===== config.mk =====
export PLATFORM = sky130hd
export DESIGN_NAME = multicycle_controller_flat
export DESIGN_NICKNAME = d
export VERILOG_FILES = /design/src/rtl/multicycle_controller_if.sv /design/src/rtl/multicycle_controller.sv /design/src/flat_wrapper.sv
export SDC_FILE = /design/constraint.sdc
export NUM_CORES = 1
export LEC_CHECK = 0
export ABC_AREA = 1
export BUFFER_PORTS_ARGS = -buffer_cell sky130_fd_sc_hd__buf_2
export CAP_MARGIN = 20
export CORE_MARGIN = 10
export CORE_UTILIZATION = 47
export CTS_CLUSTER_DIAMETER = 200
export DETAILED_ROUTE_END_ITERATION = 8
export PLACE_DENSITY = 0.94
export SYNTH_ARGS = -nofsm -noshare
export SYNTH_HDL_FRONTEND = slang
export SYNTH_SLANG_ARGS = --single-unit

===== constraint.sdc =====
create_clock -name clk -period 4.3 [get_ports clk]
set_input_delay 0.86 -clock clk [delete_from_list [all_inputs] [get_ports clk]]
set_output_delay 0.86 -clock clk [all_outputs]
set_load 0.05 [all_outputs]

===== src/rtl/multicycle_controller_if.sv =====
// Control bundle between the multicycle controller and the RV32 datapath.
// Latency: none, this is wiring only.
// Backpressure: none; the datapath consumes the controls every cycle.
interface multicycle_controller_if;
  logic [6:0] op;
  logic [2:0] funct3;
  logic       funct7b5;
  logic       Zero;
  logic       PCWrite;
  logic       AdrSrc;
  logic       MemWrite;
  logic       IRWrite;
  logic [1:0] ResultSrc;
  logic [1:0] ALUSrcA;
  logic [1:0] ALUSrcB;
  logic       RegWrite;
  logic [1:0] ImmSrc;
  logic [2:0] ALUControl;
  logic       IllegalInstr;
  logic       InstrDone;

  // Controller side: reads instruction fields and Zero, drives the controls.
  modport master (
    input  op, funct3, funct7b5, Zero,
    output PCWrite, AdrSrc, MemWrite, IRWrite, ResultSrc, ALUSrcA, ALUSrcB,
           RegWrite, ImmSrc, ALUControl, IllegalInstr, InstrDone
  );

  // Datapath side: supplies instruction fields and Zero, consumes the controls.
  modport slave (
    output op, funct3, funct7b5, Zero,
    input  PCWrite, AdrSrc, MemWrite, IRWrite, ResultSrc, ALUSrcA, ALUSrcB,
           RegWrite, ImmSrc, ALUControl, IllegalInstr, InstrDone
  );
endinterface


===== src/rtl/multicycle_controller.sv =====
// Multicycle RV32 control unit: Moore FSM, ALU decoder and immediate-type decoder.
// Latency: lw 5, sw/R/I/jal 4, beq 3, illegal 2 cycles; outputs are combinational from state.
// Backpressure: none; advances one state per clock, instruction fields are held by the IR.
module multicycle_controller (
  input  logic clk,
  input  logic rst_n,
  multicycle_controller_if.master bus
);

  typedef enum logic [3:0] {
    S_FETCH, S_DECODE, S_MEMADR, S_MEMREAD, S_MEMWB, S_MEMWRITE,
    S_EXECR, S_EXECI, S_JAL, S_ALUWB, S_BEQ
  } state_t;

  localparam logic [6:0] OP_LW   = 7'b0000011;
  localparam logic [6:0] OP_SW   = 7'b0100011;
  localparam logic [6:0] OP_R    = 7'b0110011;
  localparam logic [6:0] OP_I    = 7'b0010011;
  localparam logic [6:0] OP_BEQ  = 7'b1100011;
  localparam logic [6:0] OP_JAL  = 7'b1101111;

  state_t     state, state_nxt, state_dec;
  logic       op_legal;
  logic       pc_update, branch;
  logic [1:0] alu_op;
  logic       adr_src, mem_write, ir_write, reg_write, illegal, done;
  logic [1:0] result_src, alu_src_a, alu_src_b;
  logic [2:0] alu_control;
  logic [1:0] imm_src;

  // While in reset the selects show the FETCH decode, whatever the state register holds.
  assign state_dec = rst_n ? state : S_FETCH;

  // State register with synchronous active-low reset back to FETCH.
  always_ff @(posedge clk) begin
    if (!rst_n) state <= S_FETCH;
    else        state <= state_nxt;
  end

  // Supported-encoding check, only meaningful in DECODE.
  always_comb begin
    op_legal = 1'b0;
    case (bus.op)
      OP_LW, OP_SW, OP_JAL: op_legal = 1'b1;
      OP_R, OP_I:           op_legal = (bus.funct3 == 3'b000) || (bus.funct3 == 3'b010) ||
                                       (bus.funct3 == 3'b110) || (bus.funct3 == 3'b111);
      OP_BEQ:               op_legal = (bus.funct3 == 3'b000);
      default:              op_legal = 1'b0;
    endcase
  end

  // Next-state logic; unsupported encodings fall straight back to FETCH.
  always_comb begin
    state_nxt = S_FETCH;
    case (state)
      S_FETCH:  state_nxt = S_DECODE;
      S_DECODE: begin
        if (!op_legal) state_nxt = S_FETCH;
        else begin
          case (bus.op)
            OP_LW, OP_SW: state_nxt = S_MEMADR;
            OP_R:         state_nxt = S_EXECR;
            OP_I:         state_nxt = S_EXECI;
            OP_BEQ:       state_nxt = S_BEQ;
            OP_JAL:       state_nxt = S_JAL;
            default:      state_nxt = S_FETCH;
          endcase
        end
      end
      S_MEMADR:   state_nxt = (bus.op == OP_LW) ? S_MEMREAD : S_MEMWRITE;
      S_MEMREAD:  state_nxt = S_MEMWB;
      S_EXECR,
      S_EXECI,
      S_JAL:      state_nxt = S_ALUWB;
      default:    state_nxt = S_FETCH;
    endcase
  end

  // Per-state Moore outputs; don't-care selects are driven to 00.
  always_comb begin
    pc_update  = 1'b0;
    branch     = 1'b0;
    alu_op     = 2'b00;
    adr_src    = 1'b0;
    mem_write  = 1'b0;
    ir_write   = 1'b0;
    reg_write  = 1'b0;
    illegal    = 1'b0;
    done       = 1'b0;
    result_src = 2'b00;
    alu_src_a  = 2'b00;
    alu_src_b  = 2'b00;
    case (state_dec)
      S_FETCH: begin
        ir_write   = 1'b1;
        alu_src_b  = 2'b10;
        result_src = 2'b10;
        pc_update  = 1'b1;
      end
      S_DECODE: begin
        alu_src_a = 2'b01;
        alu_src_b = 2'b01;
        illegal   = !op_legal;
        done      = !op_legal;
      end
      S_MEMADR: begin
        alu_src_a = 2'b10;
        alu_src_b = 2'b01;
      end
      S_MEMREAD: adr_src = 1'b1;
      S_MEMWB: begin
        result_src = 2'b01;
        reg_write  = 1'b1;
        done       = 1'b1;
      end
      S_MEMWRITE: begin
        adr_src   = 1'b1;
        mem_write = 1'b1;
        done      = 1'b1;
      end
      S_EXECR: begin
        alu_src_a = 2'b10;
        alu_op    = 2'b10;
      end
      S_EXECI: begin
        alu_src_a = 2'b10;
        alu_src_b = 2'b01;
        alu_op    = 2'b10;
      end
      S_JAL: begin
        alu_src_a = 2'b01;
        alu_src_b = 2'b10;
        pc_update = 1'b1;
      end
      S_ALUWB: begin
        reg_write = 1'b1;
        done      = 1'b1;
      end
      S_BEQ: begin
        alu_src_a = 2'b10;
        alu_op    = 2'b01;
        branch    = 1'b1;
        done      = 1'b1;
      end
      default: ;
    endcase
  end

  // ALU decoder: op[5] separates R-type sub from I-type addi with Instr[30] set.
  always_comb begin
    alu_control = 3'b000;
    case (alu_op)
      2'b01: alu_control = 3'b001;
      2'b10: begin
        case (bus.funct3)
          3'b000:  alu_control = (bus.funct7b5 & bus.op[5]) ? 3'b001 : 3'b000;
          3'b010:  alu_control = 3'b101;
          3'b110:  alu_control = 3'b011;
          3'b111:  alu_control = 3'b010;
          default: alu_control = 3'b000;
        endcase
      end
      default: alu_control = 3'b000;
    endcase
  end

  // Immediate-type decode straight from the opcode.
  always_comb begin
    case (bus.op)
      OP_SW:   imm_src = 2'b01;
      OP_BEQ:  imm_src = 2'b10;
      OP_JAL:  imm_src = 2'b11;
      default: imm_src = 2'b00;
    endcase
  end

  assign bus.PCWrite      = rst_n & ((branch & bus.Zero) | pc_update);
  assign bus.AdrSrc       = adr_src;
  assign bus.MemWrite     = rst_n & mem_write;
  assign bus.IRWrite      = rst_n & ir_write;
  assign bus.ResultSrc    = result_src;
  assign bus.ALUSrcA      = alu_src_a;
  assign bus.ALUSrcB      = alu_src_b;
  assign bus.RegWrite     = rst_n & reg_write;
  assign bus.ImmSrc       = imm_src;
  assign bus.ALUControl   = alu_control;
  assign bus.IllegalInstr = rst_n & illegal;
  assign bus.InstrDone    = rst_n & done;

endmodule


===== src/flat_wrapper.sv =====
// flat-port wrapper written by rule: the top's interface ports become plain ports
module multicycle_controller_flat 
  (clk, rst_n, bus_op, bus_funct3, bus_funct7b5, bus_Zero, bus_PCWrite, bus_AdrSrc, bus_MemWrite, bus_IRWrite, bus_ResultSrc, bus_ALUSrcA, bus_ALUSrcB, bus_RegWrite, bus_ImmSrc, bus_ALUControl, bus_IllegalInstr, bus_InstrDone);
  multicycle_controller_if bus_i ();
  input  logic clk;
  input  logic rst_n;
  input wire logic [$bits(bus_i.op)-1:0] bus_op;
  input wire logic [$bits(bus_i.funct3)-1:0] bus_funct3;
  input wire logic [$bits(bus_i.funct7b5)-1:0] bus_funct7b5;
  input wire logic [$bits(bus_i.Zero)-1:0] bus_Zero;
  output wire logic [$bits(bus_i.PCWrite)-1:0] bus_PCWrite;
  output wire logic [$bits(bus_i.AdrSrc)-1:0] bus_AdrSrc;
  output wire logic [$bits(bus_i.MemWrite)-1:0] bus_MemWrite;
  output wire logic [$bits(bus_i.IRWrite)-1:0] bus_IRWrite;
  output wire logic [$bits(bus_i.ResultSrc)-1:0] bus_ResultSrc;
  output wire logic [$bits(bus_i.ALUSrcA)-1:0] bus_ALUSrcA;
  output wire logic [$bits(bus_i.ALUSrcB)-1:0] bus_ALUSrcB;
  output wire logic [$bits(bus_i.RegWrite)-1:0] bus_RegWrite;
  output wire logic [$bits(bus_i.ImmSrc)-1:0] bus_ImmSrc;
  output wire logic [$bits(bus_i.ALUControl)-1:0] bus_ALUControl;
  output wire logic [$bits(bus_i.IllegalInstr)-1:0] bus_IllegalInstr;
  output wire logic [$bits(bus_i.InstrDone)-1:0] bus_InstrDone;
  assign bus_i.op = bus_op;
  assign bus_i.funct3 = bus_funct3;
  assign bus_i.funct7b5 = bus_funct7b5;
  assign bus_i.Zero = bus_Zero;
  assign bus_PCWrite = bus_i.PCWrite;
  assign bus_AdrSrc = bus_i.AdrSrc;
  assign bus_MemWrite = bus_i.MemWrite;
  assign bus_IRWrite = bus_i.IRWrite;
  assign bus_ResultSrc = bus_i.ResultSrc;
  assign bus_ALUSrcA = bus_i.ALUSrcA;
  assign bus_ALUSrcB = bus_i.ALUSrcB;
  assign bus_RegWrite = bus_i.RegWrite;
  assign bus_ImmSrc = bus_i.ImmSrc;
  assign bus_ALUControl = bus_i.ALUControl;
  assign bus_IllegalInstr = bus_i.IllegalInstr;
  assign bus_InstrDone = bus_i.InstrDone;
  multicycle_controller u_core (.clk(clk), .rst_n(rst_n), .bus(bus_i));
endmodule

==> out/qor.yml <==
status: "complete, no violations"
grt_max_degree: 10
antenna_cells: 0
critical_path.top_delay_family: "simple AND/OR/NAND/NOR gates"
setup_tns_ps: 0
wl_per_cell_um: 11.57
rows: 13
final_area_um2: 809.5
cts_hold_buf: 0
grt_pass1_wl_um: 3284
postSynthCellCount: 114
yosysUniqueCellTypes: 22
crit_arrival_ps: 2260
reg_top3: "u_core.state x4"
ios: 32
drv_slew: 0
largest_reg_flops: 4
final.period_utilization_pct: 72.63
regToRegSetupSlack_ps: 3130
drive_above_1_share_pct: 36.73
antenna_found_initial: 0
die_h_um: 56.27
relSlewSlack_pct: 79.02
placed_area_um2: 787.0
syn_nets: 130
avgSynthCellArea_um2: 5.422
die_area_um2: 3166
synth_warnings: 0
syn-cell-area_um2: 618.1
wirelength_um: 1875
hp-class: "flip-flop to flip-flop"
fin_nets: 165
rsz0062_at_grt: "no"
fmax_ghz: 0.3202
crit_type: "input pin to primary output"
setup_viol_count_final: 0
crit_path_frequent_cell: "buf_2"
crit_chain: "buf_2 > nand3_2 > nor2_1 > inv_1 > ha_1 > nor4_1 > buf_2"
io_buffer_count: 31
cts_buffers: 3
yosysTopAreaCellShare_pct: 18.83
hold_violations: 0
powerDensity_nw_per_um2: 168.9
cts_sinks: 4
vias: 839
cts_setup_buffers: 0
start_util_pct: 48.72
grt_use_total_pct: 11.82
drt_iter0_drc: 24
syn_to_final_growth_pct: 30.97
critPathMaxFanout: 9
htreeDepth: 1
viasPerCell: 5.179
critPathLaunchType: "input pin"
fin_crit_ps: 3123
drc_errors: 0
finClkSkew_ps: 0.2889
cap_violations: 0
fin_util_pct: 63.81
cts_resized: 0
worst_setup_path_end_kind: "primary output"
die_w_um: 56.27
firstDrtPassIters: 4
cp.buffers_inverters: 3
num-fill-cells: 118
ant_nets: 0
synthTopCellsByArea: "nand2_1, dfxtp_1, nor2_1"
synth_seq_area_share_pct: 12.96
crit_required_ps: 3440
insertion_delay_ps: 220
place.detailed.hpwl_um: 1621
cts_tree: "done"
ys_ff_latch: 4
clk_pin_slew_ps: 40
yosys.area.top_type: "nand2_1"
coreArea_um2: 1269
grt_pass1_vias: 821
preCtsSetupSlack_ps: 1199
finalWorstSetupSlack_ps: 1177
slowest_delay_ps: 310
cts_root_buffer: "clkbuf_4"
ir_drop_v: 0.0001087
cts_buffer_depth: 2
place.gp.congestion: 0.8531
cp_slowest_cell: "buf_2"
p_leak_nw: 0.4447
gr-total-overflow: 0
regMostFlops: "u_core.state"
worst_pin_slew_ps: 312.2
==> power by group <==
part	total, mW	leakage, nW	switching (mW)	internal [mW]
registers	0.0387	0.0325	0.000638	0.0381
logic	0.0542	0.398	0.0399	0.0143
clock network	0.0438	0.0138	0.0128	0.0311
==> cell families (layout without fill, tap and decap cells) <==
| kind of cell | after synthesis | after routing | share of synthesized area, % |
|---|---|---|---|
| and+or+nand+nor | 71 | 71 | 55.26 |
| buffers and inverters | 21 | 54 | 12.95 |
| AOI/OAI and AO/OA | 16 | 16 | 14.78 |
| DFF | 4 | 4 | 12.96 |
| adders and majority gates | 2 | 2 | 4.048 |
==> through the flow <==
step | power, mW | cells | hold slack [ps]
2_1_floorplan | 0.07692 | 114 | 600.5
3_3_place_gp | 0.09196 | 159 | 656.0
3_5_place_dp | 0.09306 | 159 | 651.9
4_1_cts | 0.1388 | 162 | 661.5
5_1_grt | 0.1461 | 162 | 745.3
6_report | 0.1367 | 162 | 676.4
==> tightest hold or removal path: stages, from the launching register on <==
cell and delay (ps):
dfxtp_1 410, nor3_1 110, a21oi_2 130
==> synthesized netlist by cell type <==
cell type  number
a21oi_1         6
a21oi_2         1
buf_2           1
dfxtp_1         4
ha_1            2
inv_1          15
inv_2           5
nand2_1        31
nand2_2         5
nand2_4         1
nand3_1         4
nand3_2         2
nor2_1         17
nor2_2          3
nor2_4          3
nor3_1          4
nor4_1          1
o211ai_1        1
o21ai_0         3
o21ai_1         3
o22ai_1         1
o41ai_1         1
==> layer usage <==
metal	GRT usage (%)	wire (µm)	vias up	part of all wire, %
met5	0	0	-	0
met4	5.155	0	0	0
met3	3.371	184	0	9.8
met2	20.92	938	43	50
met1	12.61	751	368	40
li1	-	-	428	-
==> layout by cell type, fill, tap and decap left out <==
master,synthesis,final
o22ai_1,1,1
a21oi_2,1,1
nor2_4,3,3
nand2_2,5,5
dfxtp_1,4,4
nand3_2,2,2
nor2_1,17,17
o21ai_0,3,3
clkbuf_4,0,3
o21ai_1,3,3
nor2_2,3,3
inv_2,5,5
nand2_4,1,1
ha_1,2,2
inv_1,15,15
nor3_1,4,4
nand3_1,4,4
nor4_1,1,1
o41ai_1,1,1
o211ai_1,1,1
buf_2,1,31
nand2_1,31,31
a21oi_1,6,6
==> cell type report <==
cell class                 count  area, µm²  share of cell area (%)
clock buffer                   3      22.52                   2.782
sequential                     4      80.08                   9.892
timing repair buffer          31      155.1                   19.17
multi-input combinational     89      457.9                   56.57
tap                           15      18.77                   2.318
inverter                      20      75.07                   9.274
==> path summary, 6_finish.rpt <==
path	from	endpoint	depth (start not counted)
max	rst_n	bus_ALUControl[2]	7
min reg2reg	u_core.state[3]	u_core.state[0]	2
min	u_core.state[3]	u_core.state[0]	2
max reg2reg	u_core.state[1]	u_core.state[1]	5
(Power assumes the default switching activity.)
